**config.mk**
```make
export PLATFORM = sky130hd
export DESIGN_NAME = cic_d_ctrl
export DESIGN_NICKNAME = d
export VERILOG_FILES = /design/src/rtl/cic_pkg.sv /design/src/rtl/cic_str_gap_mon.sv /design/src/rtl/cic_d_ctrl.sv
export SDC_FILE = /design/constraint.sdc
export NUM_CORES = 1
export LEC_CHECK = 0
export CAP_MARGIN = 20
export CORE_MARGIN = 5
export CORE_UTILIZATION = 51
export CTS_BUF_LIST = sky130_fd_sc_hd__clkbuf_2 sky130_fd_sc_hd__clkbuf_4 sky130_fd_sc_hd__clkbuf_8
export DETAILED_ROUTE_END_ITERATION = 10
export PLACE_DENSITY = 0.88
export SYNTH_ARGS = -nofsm -noshare
export SYNTH_HDL_FRONTEND = slang
export SYNTH_SLANG_ARGS = --single-unit
```
**constraint.sdc**
```tcl
create_clock -name clk -period 5.6 [get_ports clk]
set_clock_uncertainty 0.2 [all_clocks]
set_input_delay 1.12 -clock clk [delete_from_list [all_inputs] [get_ports clk]]
set_output_delay 1.12 -clock clk [all_outputs]
set_load 0.03 [all_outputs]
```
**src/rtl/cic_pkg.sv**
```systemverilog
// Shared types and defaults for the CIC decimator run-control block.
package cic_pkg;

    typedef enum logic [1:0] {
        IDLE   = 2'd0,
        FLUSH  = 2'd1,
        SETTLE = 2'd2,
        RUN    = 2'd3
    } cic_ctrl_state_t;

    // A SMALL_FOOTPRINT comb needs more than CIC_N clocks per output sample.
    function automatic int unsigned min_out_gap_default(input int unsigned cic_n);
        return cic_n + 2;
    endfunction

endpackage

```
**src/rtl/cic_str_gap_mon.sv**
```systemverilog
// Filter output strobe spacing monitor with a sticky overrun flag.
module cic_str_gap_mon #(
    parameter int unsigned MIN_OUT_GAP = 9,
    parameter int unsigned CW          = $clog2(MIN_OUT_GAP + 1)
) (
    input  logic clk,
    input  logic reset_n,
    input  logic str,
    input  logic arm,
    input  logic clr,
    output logic overrun
);

    localparam logic [CW-1:0] GAP_SAT = CW'(MIN_OUT_GAP);
    localparam logic [CW-1:0] GAP_LIM = CW'((MIN_OUT_GAP > 0) ? MIN_OUT_GAP - 1 : 0);

    logic [CW-1:0] cnt;
    logic          valid;
    logic          viol;

    // cnt holds clocks since the last strobe minus one, so gap < MIN is cnt < MIN-1.
    assign viol = arm && str && valid && (cnt < GAP_LIM);

    always_ff @(posedge clk) begin
        if (!reset_n) begin
            cnt     <= '0;
            valid   <= 1'b0;
            overrun <= 1'b0;
        end else begin
            if (!arm) begin
                cnt   <= '0;
                valid <= 1'b0;
            end else if (str) begin
                cnt   <= '0;
                valid <= 1'b1;
            end else if (cnt != GAP_SAT) begin
                cnt <= cnt + CW'(1);
            end

            if (viol) begin
                overrun <= 1'b1;
            end else if (clr) begin
                overrun <= 1'b0;
            end
        end
    end

endmodule

```
**src/rtl/cic_d_ctrl.sv**
```systemverilog
// Run-control sequencer around a cic_d decimator: flush, settle discard, run, gap monitor.
module cic_d_ctrl
    import cic_pkg::*;
#(
    parameter int unsigned INP_DW         = 18,
    parameter int unsigned OUT_DW         = 18,
    parameter int unsigned CIC_N          = 7,
    parameter int unsigned FLUSH_CYCLES   = CIC_N + 2,
    parameter int unsigned SETTLE_SAMPLES = CIC_N,
    parameter int unsigned MIN_OUT_GAP    = min_out_gap_default(CIC_N)
) (
    input  logic              clk,
    input  logic              reset_n,
    input  logic              enable,
    input  logic              clr_overrun,
    input  logic [INP_DW-1:0] inp_samp_data,
    input  logic              inp_samp_str,
    output logic              cic_reset_n,
    output logic [INP_DW-1:0] cic_inp_samp_data,
    output logic              cic_inp_samp_str,
    input  logic [OUT_DW-1:0] cic_out_samp_data,
    input  logic              cic_out_samp_str,
    output logic [OUT_DW-1:0] out_samp_data,
    output logic              out_samp_str,
    output logic [1:0]        state,
    output logic              overrun,
    output logic [31:0]       out_cnt
);

    localparam int unsigned FW = (FLUSH_CYCLES < 2) ? 1 : $clog2(FLUSH_CYCLES + 1);
    localparam int unsigned SW = (SETTLE_SAMPLES < 2) ? 1 : $clog2(SETTLE_SAMPLES);
    localparam int unsigned GW = (MIN_OUT_GAP < 2) ? 1 : $clog2(MIN_OUT_GAP + 1);

    localparam logic [FW-1:0] FLUSH_LOAD  = FW'(FLUSH_CYCLES);
    localparam logic [SW-1:0] SETTLE_LAST = SW'((SETTLE_SAMPLES > 0) ? SETTLE_SAMPLES - 1 : 0);

    cic_ctrl_state_t st;
    cic_ctrl_state_t nxt;

    logic [FW-1:0] flush_cnt;
    logic [SW-1:0] settle_cnt;
    logic          active;
    logic          deliver;

    assign state = st;

    always_ff @(posedge clk) begin
        if (!reset_n) begin
            st <= IDLE;
        end else begin
            st <= nxt;
        end
    end

    always_comb begin
        nxt = st;
        case (st)
            IDLE: begin
                if (enable) nxt = FLUSH;
            end
            FLUSH: begin
                if (!enable) begin
                    nxt = IDLE;
                end else if (flush_cnt == FW'(1)) begin
                    nxt = (SETTLE_SAMPLES == 0) ? RUN : SETTLE;
                end
            end
            SETTLE: begin
                if (!enable) begin
                    nxt = IDLE;
                end else if (cic_out_samp_str && (settle_cnt == SETTLE_LAST)) begin
                    nxt = RUN;
                end
            end
            RUN: begin
                if (!enable) nxt = IDLE;
            end
            default: nxt = IDLE;
        endcase
    end

    // Decoded from the state register only, so the filter reset cannot glitch.
    always_comb begin
        active      = (st == SETTLE) || (st == RUN);
        deliver     = (st == RUN);
        cic_reset_n = active;
    end

    always_ff @(posedge clk) begin
        if (!reset_n) begin
            flush_cnt  <= '0;
            settle_cnt <= '0;
        end else begin
            if (st == IDLE) begin
                flush_cnt <= FLUSH_LOAD;
            end else if (st == FLUSH) begin
                flush_cnt <= flush_cnt - FW'(1);
            end

            if (st != SETTLE) begin
                settle_cnt <= '0;
            end else if (cic_out_samp_str) begin
                settle_cnt <= settle_cnt + SW'(1);
            end
        end
    end

    always_ff @(posedge clk) begin
        if (!reset_n) begin
            cic_inp_samp_str  <= 1'b0;
            cic_inp_samp_data <= '0;
            out_samp_str      <= 1'b0;
            out_samp_data     <= '0;
            out_cnt           <= '0;
        end else begin
            cic_inp_samp_str <= active && inp_samp_str;
            if (active && inp_samp_str) begin
                cic_inp_samp_data <= inp_samp_data;
            end

            out_samp_str <= deliver && cic_out_samp_str;
            if (deliver && cic_out_samp_str) begin
                out_samp_data <= cic_out_samp_data;
                out_cnt       <= out_cnt + 32'd1;
            end
        end
    end

    cic_str_gap_mon #(
        .MIN_OUT_GAP (MIN_OUT_GAP),
        .CW          (GW)
    ) u_gap_mon (
        .clk     (clk),
        .reset_n (reset_n),
        .str     (cic_out_samp_str),
        .arm     (active),
        .clr     (clr_overrun),
        .overrun (overrun)
    );

endmodule

```
-- Yosys cells after proc, flatten, opt, wreduce, memory -nomap -nowiden
Cells that the tools add are included.
- register bits: 85
- logic and storage cells: 56
- add/sub/neg operators: 4
- magnitude comparators: 1
- equal/unequal tests: 11
- mux-type cells: 11
- bitwise logic cells: 2
- reduce and logical (&&, ||, !) cells: 15
- operators with widths (cell ; number):
    $add 32x1->32 const B ; 1
    $mux 2 ; 6
    $mux 4 ; 2
    $pmux 2 s4 ; 1
    $logic_and 1x1->1 ; 6
    $ne 2x2->1 const B ; 3
    $ne 3x3->1 const B ; 2
    $add 4x1->4 const B ; 1
    $eq 2x2->1 const B ; 2
    $eq 4x1->1 const B ; 1
    $lt 4x4->1 const B ; 1
    $ne 4x4->1 const B ; 1
    $reduce_and 4->1 ; 1
    $reduce_bool 2->1 ; 2
    $reduce_or 2->1 ; 2
    $sub 4x1->4 const B ; 1
    $add 3x1->3 const B ; 1
    $eq 3x3->1 const B ; 1
    $reduce_or 3->1 ; 1
    $eq 2x1->1 const B ; 1
    $logic_not 2->1 ; 1
    $mux 1 ; 2
    $not 1->1 ; 2
    $reduce_and 2->1 ; 1
    $logic_or 1x1->1 ; 1

-- Depth between registers and ports, before layout
Gate-level depths: netlist of run 1.
- depth in word-level cells: 6
- depth in mapped cells: 6

-- Modules after synthesis
A second synthesis of run 1 with hierarchy kept.
- cells, all modules: 434
- area total of the unflattened synthesis: 3649.8 um2
- by module, submodules not included (module ; times used ; cells each ; area each (um2)):
    cic_d_ctrl ; 1 ; 408 ; 3372.0
    cic_str_gap_mon ; 1 ; 26 ; 277.8

-- Worst setup path before layout of run 1
Ideal clock, no wire load.
- path type: input -> register
- start point: in cic_out_samp_str
- end point: reg out_cnt[30]
- library setup time: 0.070 ns
- arrival time: 2.445 ns
- data required time: 5.330 ns
- path slack: 2.885 ns
- cell stages on the path: 5
- path through: nand4_1 -> or4_1 -> clkbuf_1 -> or4_1 -> a21oi_1
- longest elaborated chain between the ends: 1
- RTL lines (element ; line ; RTL):
    start: declaration ; cic_d_ctrl.sv:22 ; input logic cic_out_samp_str,
    $logic_and 1x1->1 ; cic_d_ctrl.sv:122 ; if (deliver && cic_out_samp_str) begin
    end signal: assignment ; cic_d_ctrl.sv:124 ; out_cnt <= out_cnt + 32'd1;
    end: declaration ; cic_d_ctrl.sv:27 ; output logic [31:0] out_cnt
Every way passes these cells.
A chain may end at the register's enable or synchronous reset.

-- Final worst setup path of run 1
Ends and elaborated chain as after synthesis.

==> results.toml, run 1 <==
[outcome]
status = "complete, no violations"

[worst_setup_path]
worstRegToRegCells = 4
required_ns = 5.68
crit_path_end = "out_cnt[30]"
rr_startpoint = "state[1]"
critPathMaxFanout = 14
r2r-end = "out_cnt[30]"
crit_buf_inv = 1
startpoint = "cic_out_samp_str"
crit_top_cell = "or4_1"
cp-start-kind = "primary input"
crit_arrival_ns = 3.52
worst-path-stages = 5
crit_path_end_kind = "flip-flop"
critical-path-max-stage-delay_ns = 0.76
reg2reg_slack_ns = 3.06
critPathKind = "primary input to flip-flop"
crit_path_top_delay_cell = "clkdlybuf4s50_1"
path_cells = "clkdlybuf4s50_1, nand4_1, or4_1, or4_1, a21oi_1"
crit_family = "simple AND/OR/NAND/NOR gates"

[synth]
synthFlopType = "dfxtp_1"
synth_nets = 474
avgSynthCellArea_um2 = 8.22
syn_inst = 425
ys_async_sr_fraction = 0
synth_edf_count = 0
ys_types = 35
yosysSeqAreaShare = 0.487
syn_area_um2 = 3490
ys_ff_latch = 85
ys.warnings.count = 0

[clock_tree]
postCtsSetupBuffers = 0
cts_root_buffer = "clkbuf_8"
cts_hold_buf = 0
cts.sinks = 85
tritoncts = "done"
path_clk_slew_ns = 0.09
cts_made_buffers = 9
cts.repair.resized = 0
cts_max_level = 3
clockBufferDepth = 2
insertion_delay_ns = 0.35

[floorplanning]
die_area_um2 = 8610
ios = 116
die_h_um = 92.8
num_rows = 30
core_um2 = 6720
die_w_um = 92.8
start_util = 0.520

[sta]
min_period_ns = 3.44
holdWs_ns = 0.256
fmax_mhz = 290
setup_viol = 0
max_slew_margin = 0.579
tightest_slew_ns = 0.631
final_hold_viol_count = 0
rsz0062_at_grt = "false"
period_share = 0.615
tns_ns = 0
slew_viol_final = 0

[pwr]
power.density_nw_per_um2 = 235
vdd_drop_max_v = 0.000194
p_leak_uw = 0.00159
power_uw = 1150

[grt]
grt_pass1_vias = 3137
grt_antenna_before_repair = 0
grt_pass1_wl_mm = 14.8
grt_use_total = 0.209
grt_max_degree = 70
overflow = 0

[final_layout]
final_common_cell = "clkdlybuf4s50_1"
mostFrequentLayoutCells = "clkdlybuf4s50_1, nand2_1, dfxtp_1, a21oi_1, nor2_1"
layoutNonFillerInstCount = 612
drive_gt1_frac = 0.0432
nets = 576
utilization = 0.729
diodes = 0
syn_to_final_growth_pct = 40.1

[route]
drtIter0Drc = 157
antenna_left = 0
drt_pass1_iterations = 4
via_count = 3371
post_drt_wl_per_cell_um = 15.1
vias_per_cell = 5.51
finalWirelength_mm = 9.23
drc = 0

[hold_path]
hold_class = "flip-flop to flip-flop"

[placement]
place_inst = 595
dp_hpwl_mm = 6.36
io_buffers = 115
place_congestion = 0.815

[flow_run]
max_cap_viol_count = 0
cell type report:
type | instances | area (um^2)
Clock buffer | 10 | 131
Clock inverter | 6 | 87.6
Fill cell | 503 | 1820
Inverter | 12 | 45.0
Multi-Input combinational cell | 301 | 1650
Sequential cell | 85 | 1700
Tap cell | 80 | 100
Timing Repair Buffer | 118 | 1190
stage by stage:
stage          instance area, um^2  setup slack, ns
6_report                      4900             2.16
3_3_place_gp                  4660             1.93
2_1_floorplan                 3490             2.88
5_1_grt                       4900             1.93
3_5_place_dp                  4660             1.82
4_1_cts                       4880             2.18
cells in the mapped netlist, drive strengths merged, types with 3 or more instances:
library cell   n  area share
nand3         10       0.014
nand2b         7       0.013
dfxtp         85        0.49
a21oi         57       0.082
xor2           6       0.015
nand2         97        0.10
o31ai          9       0.019
clkbuf        24       0.026
nor3           9       0.013
buf            3      0.0036
mux2i          4       0.011
o21ai         10       0.014
ha             7       0.025
and4           4       0.010
nor4           5      0.0090
nand4         10       0.020
or4           14       0.030
xnor2          8       0.020
nor2          18       0.019
inv           11       0.012
or3            8       0.014
worst reg2reg max path, cell delays in order (launching register included):
cell and delay (ns):
dfxtp_1 0.63, nand4_1 0.32, or4_1 0.71, or4_1 0.44
a21oi_1 0.17
flip-flops by register name, summed over array words and instances (netlist names), 2 cells and up:
name / cells
settle_cnt: 3
u_gap_mon.cnt: 4
state: 2
cic_inp_samp_data: 18
flush_cnt: 4
out_samp_data: 18
out_cnt: 32
cells by family after synthesis:
logic type               Yosys count  synth area share
buffers and inverters             39            0.0422
multiplexers                       4            0.0115
AO/OA/AOI/OAI                     84             0.134
flip-flops                        85             0.487
adder cells (fa/ha/maj)            7            0.0251
XOR/XNOR                          14            0.0351
AND/OR/NAND/NOR                  192             0.266
per-layer routing:
| layer | GRT usage | part of all wire |
|---|---|---|
| met4 | 0.0672 | 0.014 |
| met3 | 0.0512 | 0.063 |
| met2 | 0.373 | 0.52 |
| met1 | 0.245 | 0.41 |
| met5 | 0 | 0 |
how the worst min path moves through the flow:
| stage | depth (start not counted) | startpoint | end | slack (ns) |
|---|---|---|---|---|
| final | 2 | out_samp_data[5] | out_samp_data[5] | 0.26 |
| after global placement | 2 | out_samp_data[13] | out_samp_data[13] | 0.24 |
| after floorplan | 2 | u_gap_mon.valid | u_gap_mon.valid | 0.23 |
| after CTS | 2 | cic_inp_samp_data[14] | cic_inp_samp_data[14] | 0.26 |
| after detailed placement | 2 | out_samp_data[5] | out_samp_data[5] | 0.25 |
| after global routing | 2 | out_samp_data[5] | out_samp_data[5] | 0.28 |
power by group:
part	total (uW)	leakage, uW	switching [uW]	internal (uW)
combinational	60.8	0.000787	26.1	34.7
clock	477	0.000114	220	256
sequential	612	0.000686	4.38	607
total	1150	0.00159	251	898
(Power assumes the default switching activity.)
==> inputs of run 2 (changes only) <==
--- a/config.mk
+++ b/config.mk
@@ -7,10 +7,10 @@
 export LEC_CHECK = 0
 export CAP_MARGIN = 20
 export CORE_MARGIN = 5
-export CORE_UTILIZATION = 51
+export CORE_UTILIZATION = 43
 export CTS_BUF_LIST = sky130_fd_sc_hd__clkbuf_2 sky130_fd_sc_hd__clkbuf_4 sky130_fd_sc_hd__clkbuf_8
 export DETAILED_ROUTE_END_ITERATION = 10
-export PLACE_DENSITY = 0.88
+export PLACE_DENSITY = 0.79
 export SYNTH_ARGS = -nofsm -noshare
 export SYNTH_HDL_FRONTEND = slang
 export SYNTH_SLANG_ARGS = --single-unit
==> constraint.sdc (replaced) <==
create_clock -name clk -period 3.05 [get_ports clk]
set_clock_uncertainty 0.2 [all_clocks]
set_input_delay 0.61 -clock clk [delete_from_list [all_inputs] [get_ports clk]]
set_output_delay 0.61 -clock clk [all_outputs]
set_load 0.03 [all_outputs]
==> results.toml, run 2 (synthesized netlist as in run 1, its figures left out) <==
[route]
route.met3.wl_um = 631
drc = 0
finalWirelength_mm = 8.83
vias_per_cell = 5.17
wl_met2_mm = 4.32
via_count = 3292
wl_met1_mm = 3.72
top_layer = "met4"
drtIter0Drc = 104
antenna_left = 0
post_drt_wl_per_cell_um = 13.9
drt_pass1_iterations = 4

[sta]
fmax_mhz = 390
period_share = 0.840
min_period_ns = 2.56
setup_viol = 0
tns_ns = 0
slew_viol_final = 0
max_slew_margin = 0.596
rsz0062_at_grt = "false"
holdWs_ns = 0.257
final_hold_viol_count = 0
tightest_slew_ns = 0.605

[final_layout]
nets = 579
largest_register = "out_cnt"
syn_to_final_growth_pct = 41.7
utilization = 0.634
mostFrequentLayoutCells = "clkdlybuf4s50_1, nand2_1, dfxtp_1, a21oi_1, nor2_1"
final_common_cell = "clkdlybuf4s50_1"
largest_register_ffs = 32
reg.largest.list = "out_cnt x32, cic_inp_samp_data x18, out_samp_data x18"
layoutNonFillerInstCount = 637
diodes = 0
fin_area_um2 = 4950
drive_gt1_frac = 0.0486

[clock_tree]
tritoncts = "done"
cts_root_buffer = "clkbuf_8"
insertion_delay_ns = 0.35
cts_made_buffers = 9
clockBufferDepth = 2
cts.repair.resized = 0
postCtsSetupBuffers = 0
path_clk_slew_ns = 0.08
cts_hold_buf = 0
cts_max_level = 3
cts.sinks = 85

[pwr]
vdd_drop_max_v = 0.000345
p_leak_uw = 0.00160
power.density_nw_per_um2 = 425

[grt]
grt_pass1_wl_mm = 14.0
overflow = 0
grt_use_total = 0.171
grt_max_degree = 50
grt_pass1_vias = 3033
grt_antenna_before_repair = 0

[floorplanning]
start_util = 0.448
die_h_um = 100
num_rows = 32
core_um2 = 7810
die_area_um2 = 10000
ios = 116
die_w_um = 100

[worst_setup_path]
critical-path-max-stage-delay_ns = 0.80
cp-start-kind = "flip-flop"
required_ns = 2.24
critPathKind = "flip-flop to output pin"
crit_family = "buffers and inverters"
crit_buf_inv = 1
path_cells = "clkdlybuf4s50_1"
crit_path_end_kind = "output pin"
critPathMaxFanout = 15
crit_arrival_ns = 1.75
crit_path_top_delay_cell = "clkdlybuf4s50_1"

[outcome]
status = "complete, no violations"

[placement]
dp_hpwl_mm = 6.48
place_inst = 621
place_congestion = 0.800
io_buffers = 115
dpl_cell_area_um2 = 4730

[hold_path]
hold_class = "flip-flop to flip-flop"

[flow_run]
max_cap_viol_count = 0
==> run 2: cell count changes in the layout (fill, tap and decap cells not counted), sizes merged <==
cell      before  now
clkinv         4    3
buf            3    6
clkinvlp       0    1
==> run 2: per-stage QoR <==
stage          total power, uW  setup slack [ns]
2_1_floorplan             1190             0.760
3_3_place_gp              1260             0.251
3_5_place_dp              1260             0.179
4_1_cts                   2130             0.455
5_1_grt                   2190             0.396
6_report                  2100             0.488
==> run 2: area by class of cell <==
class,count,area [um^2]
Clock buffer,10,138
Tap cell,102,128
Inverter,12,45.0
Clock inverter,6,86.3
Fill cell,673,2860
Sequential cell,85,1700
Timing Repair Buffer,121,1210
Multi-Input combinational cell,301,1650
==> run 2: path summary, 6_finish.rpt <==
check	from	to	slack [ns]	cells after the start
max	state[1]	state[1]	0.49	1
min	cic_inp_samp_data[12]	cic_inp_samp_data[12]	0.26	2
max reg2reg	out_cnt[4]	out_cnt[28]	0.54	4
min reg2reg	cic_inp_samp_data[12]	cic_inp_samp_data[12]	0.26	2
==> run 2: power by group <==
group	switching [uW]	internal, uW	leakage (uW)
registers	7.60	1110	0.000686
clock network	387	482	0.000112
logic	46.5	65.1	0.000801
==> run 2: layer usage <==
layer / global-route usage / vias to the layer above
li1: - / 1676
met1: 0.193 / 1515
met2: 0.299 / 87
met3: 0.0618 / 14
met4: 0.0570 / 0
met5: 0 / -
==> inputs of run 3 (changes only) <==
==> constraint.sdc (replaced) <==
create_clock -name clk -period 2.3 [get_ports clk]
set_clock_uncertainty 0.2 [all_clocks]
set_input_delay 0.46 -clock clk [delete_from_list [all_inputs] [get_ports clk]]
set_output_delay 0.46 -clock clk [all_outputs]
set_load 0.03 [all_outputs]
==> results.toml, run 3 (synthesized netlist as in run 1, its figures left out) <==
[final_layout]
syn_to_final_growth_pct = 46.2
drive_gt1_frac = 0.0884
mostFrequentLayoutCells = "clkdlybuf4s50_1, nand2_1, dfxtp_1, a21oi_1, buf_4"
layoutNonFillerInstCount = 656
utilization = 0.654
final-seq-area_um2 = 1700
largest_register_ffs = 32
nets = 598
nFillCells = 679
reg.largest.list = "out_cnt x32, cic_inp_samp_data x18, out_samp_data x18"
final_common_cell = "clkdlybuf4s50_1"
diodes = 0
multi_input_area_um2 = 1650
largest_register = "out_cnt"

[route]
finalWirelength_mm = 9.31
antenna_left = 0
drt_pass1_iterations = 4
vias_per_cell = 5.15
via_count = 3380
post_drt_wl_per_cell_um = 14.2
drc = 0
drtIter0Drc = 176

[sta]
max_slew_margin = 0.622
final_hold_viol_count = 0
period_share = 0.974
setup_viol = 0
tns_ns = 0
fmax_mhz = 447
slew_viol_final = 0
tightest_slew_ns = 0.565
min_period_ns = 2.24
rsz0062_at_grt = "false"

[flow_run]
max_cap_viol_count = 0

[worst_setup_path]
crit_path_top_delay_cell = "clkdlybuf4s50_1"
crit_arrival_ns = 1.58
crit_path_end_kind = "output pin"
critPathKind = "flip-flop to output pin"
r2r-end = "out_cnt[17]"
critical-path-max-stage-delay_ns = 0.66
rr_startpoint = "out_cnt[0]"
worstRegToRegCells = 4
required_ns = 1.64
path_cells = "buf_4, clkdlybuf4s50_1"
reg2reg_slack_ns = 0.14
critPathMaxFanout = 4
crit_family = "buffers and inverters"
crit_buf_inv = 2
cp-start-kind = "flip-flop"

[clock_tree]
cts_hold_buf = 0
cts_root_buffer = "clkbuf_8"
clockBufferDepth = 2
tritoncts = "done"
postCtsSetupBuffers = 0
cts.repair.resized = 0
path_clk_slew_ns = 0.09
cts.sinks = 85
cts_made_buffers = 9
insertion_delay_ns = 0.35
cts_max_level = 3

[placement]
place_congestion = 0.761
dp_hpwl_mm = 6.89
place_inst = 640
io_buffers = 115

[grt]
grt_max_degree = 29
grt_pass1_vias = 3293
grt_antenna_before_repair = 0
grt_use_total = 0.186
grt_pass1_wl_mm = 15.2
overflow = 0

[floorplanning]
core_um2 = 7810
ios = 116
die_area_um2 = 10000
start_util = 0.448
die_w_um = 100
num_rows = 32
die_h_um = 100

[hold_path]
min_from = "out_samp_data[12]"
hold_end = "out_samp_data[12]"
hold_depth = 2
hold_class = "flip-flop to flip-flop"

[pwr]
power.density_nw_per_um2 = 535
vdd_drop_max_v = 0.000299
p_leak_uw = 0.00174

[outcome]
status = "complete, no violations"
==> run 3: worst max path at each step <==
stage	end	cells past startpoint	slack (ns)	from
finish	out_cnt[2]	2	0.06	out_cnt[2]
global route	out_cnt[0]	1	0.005	out_cnt[0]
CTS	state[1]	2	0.006	state[1]
detailed placement	out_cnt[17]	5	-0.36	cic_out_samp_str
global placement	out_cnt[28]	5	-0.29	cic_out_samp_str
floorplan	out_cnt[30]	5	0.01	out_cnt[5]
==> run 3: power breakdown <==
group / leakage (uW) / total (uW) / switching, uW / internal [uW]
combinational: 0.000939 / 157 / 65.6 / 91.5
sequential: 0.000687 / 1490 / 7.34 / 1480
clock: 0.000110 / 1090 / 527 / 563
total: 0.00174 / 2730 / 600 / 2130
==> run 3: final cells by class <==
class | instances | share of cell area
Inverter | 12 | 0.00882
Multi-Input combinational cell | 301 | 0.324
Clock inverter | 5 | 0.0113
Sequential cell | 85 | 0.334
Timing Repair Buffer | 140 | 0.268
Clock buffer | 11 | 0.0296
Tap cell | 102 | 0.0250
==> run 3: routing by layer <==
layer / GRT usage / wire length (um)
met5: 0 / 0
met1: 0.215 / 3780
met4: 0.0725 / 139
met3: 0.0598 / 724
met2: 0.317 / 4660
==> run 3: metrics by stage <==
step | area [um^2] | total power [uW] | setup WS (ns) | hold WS (ns)
2_1_floorplan | 3490 | 1570 | 0.00954 | 0.234
3_3_place_gp | 4880 | 1670 | -0.293 | 0.241
3_5_place_dp | 4880 | 1680 | -0.362 | 0.246
4_1_cts | 5090 | 2760 | 0.00606 | 0.257
5_1_grt | 5110 | 2860 | 0.00482 | 0.283
6_report | 5110 | 2730 | 0.0606 | 0.256
==> run 3: worst register-to-register path, stage by stage, from the launching register on <==
cell and delay (ns):
dfxtp_1 0.45, nand4_1 0.21, or4_4 0.61, or4_1 0.44, a21oi_1 0.18
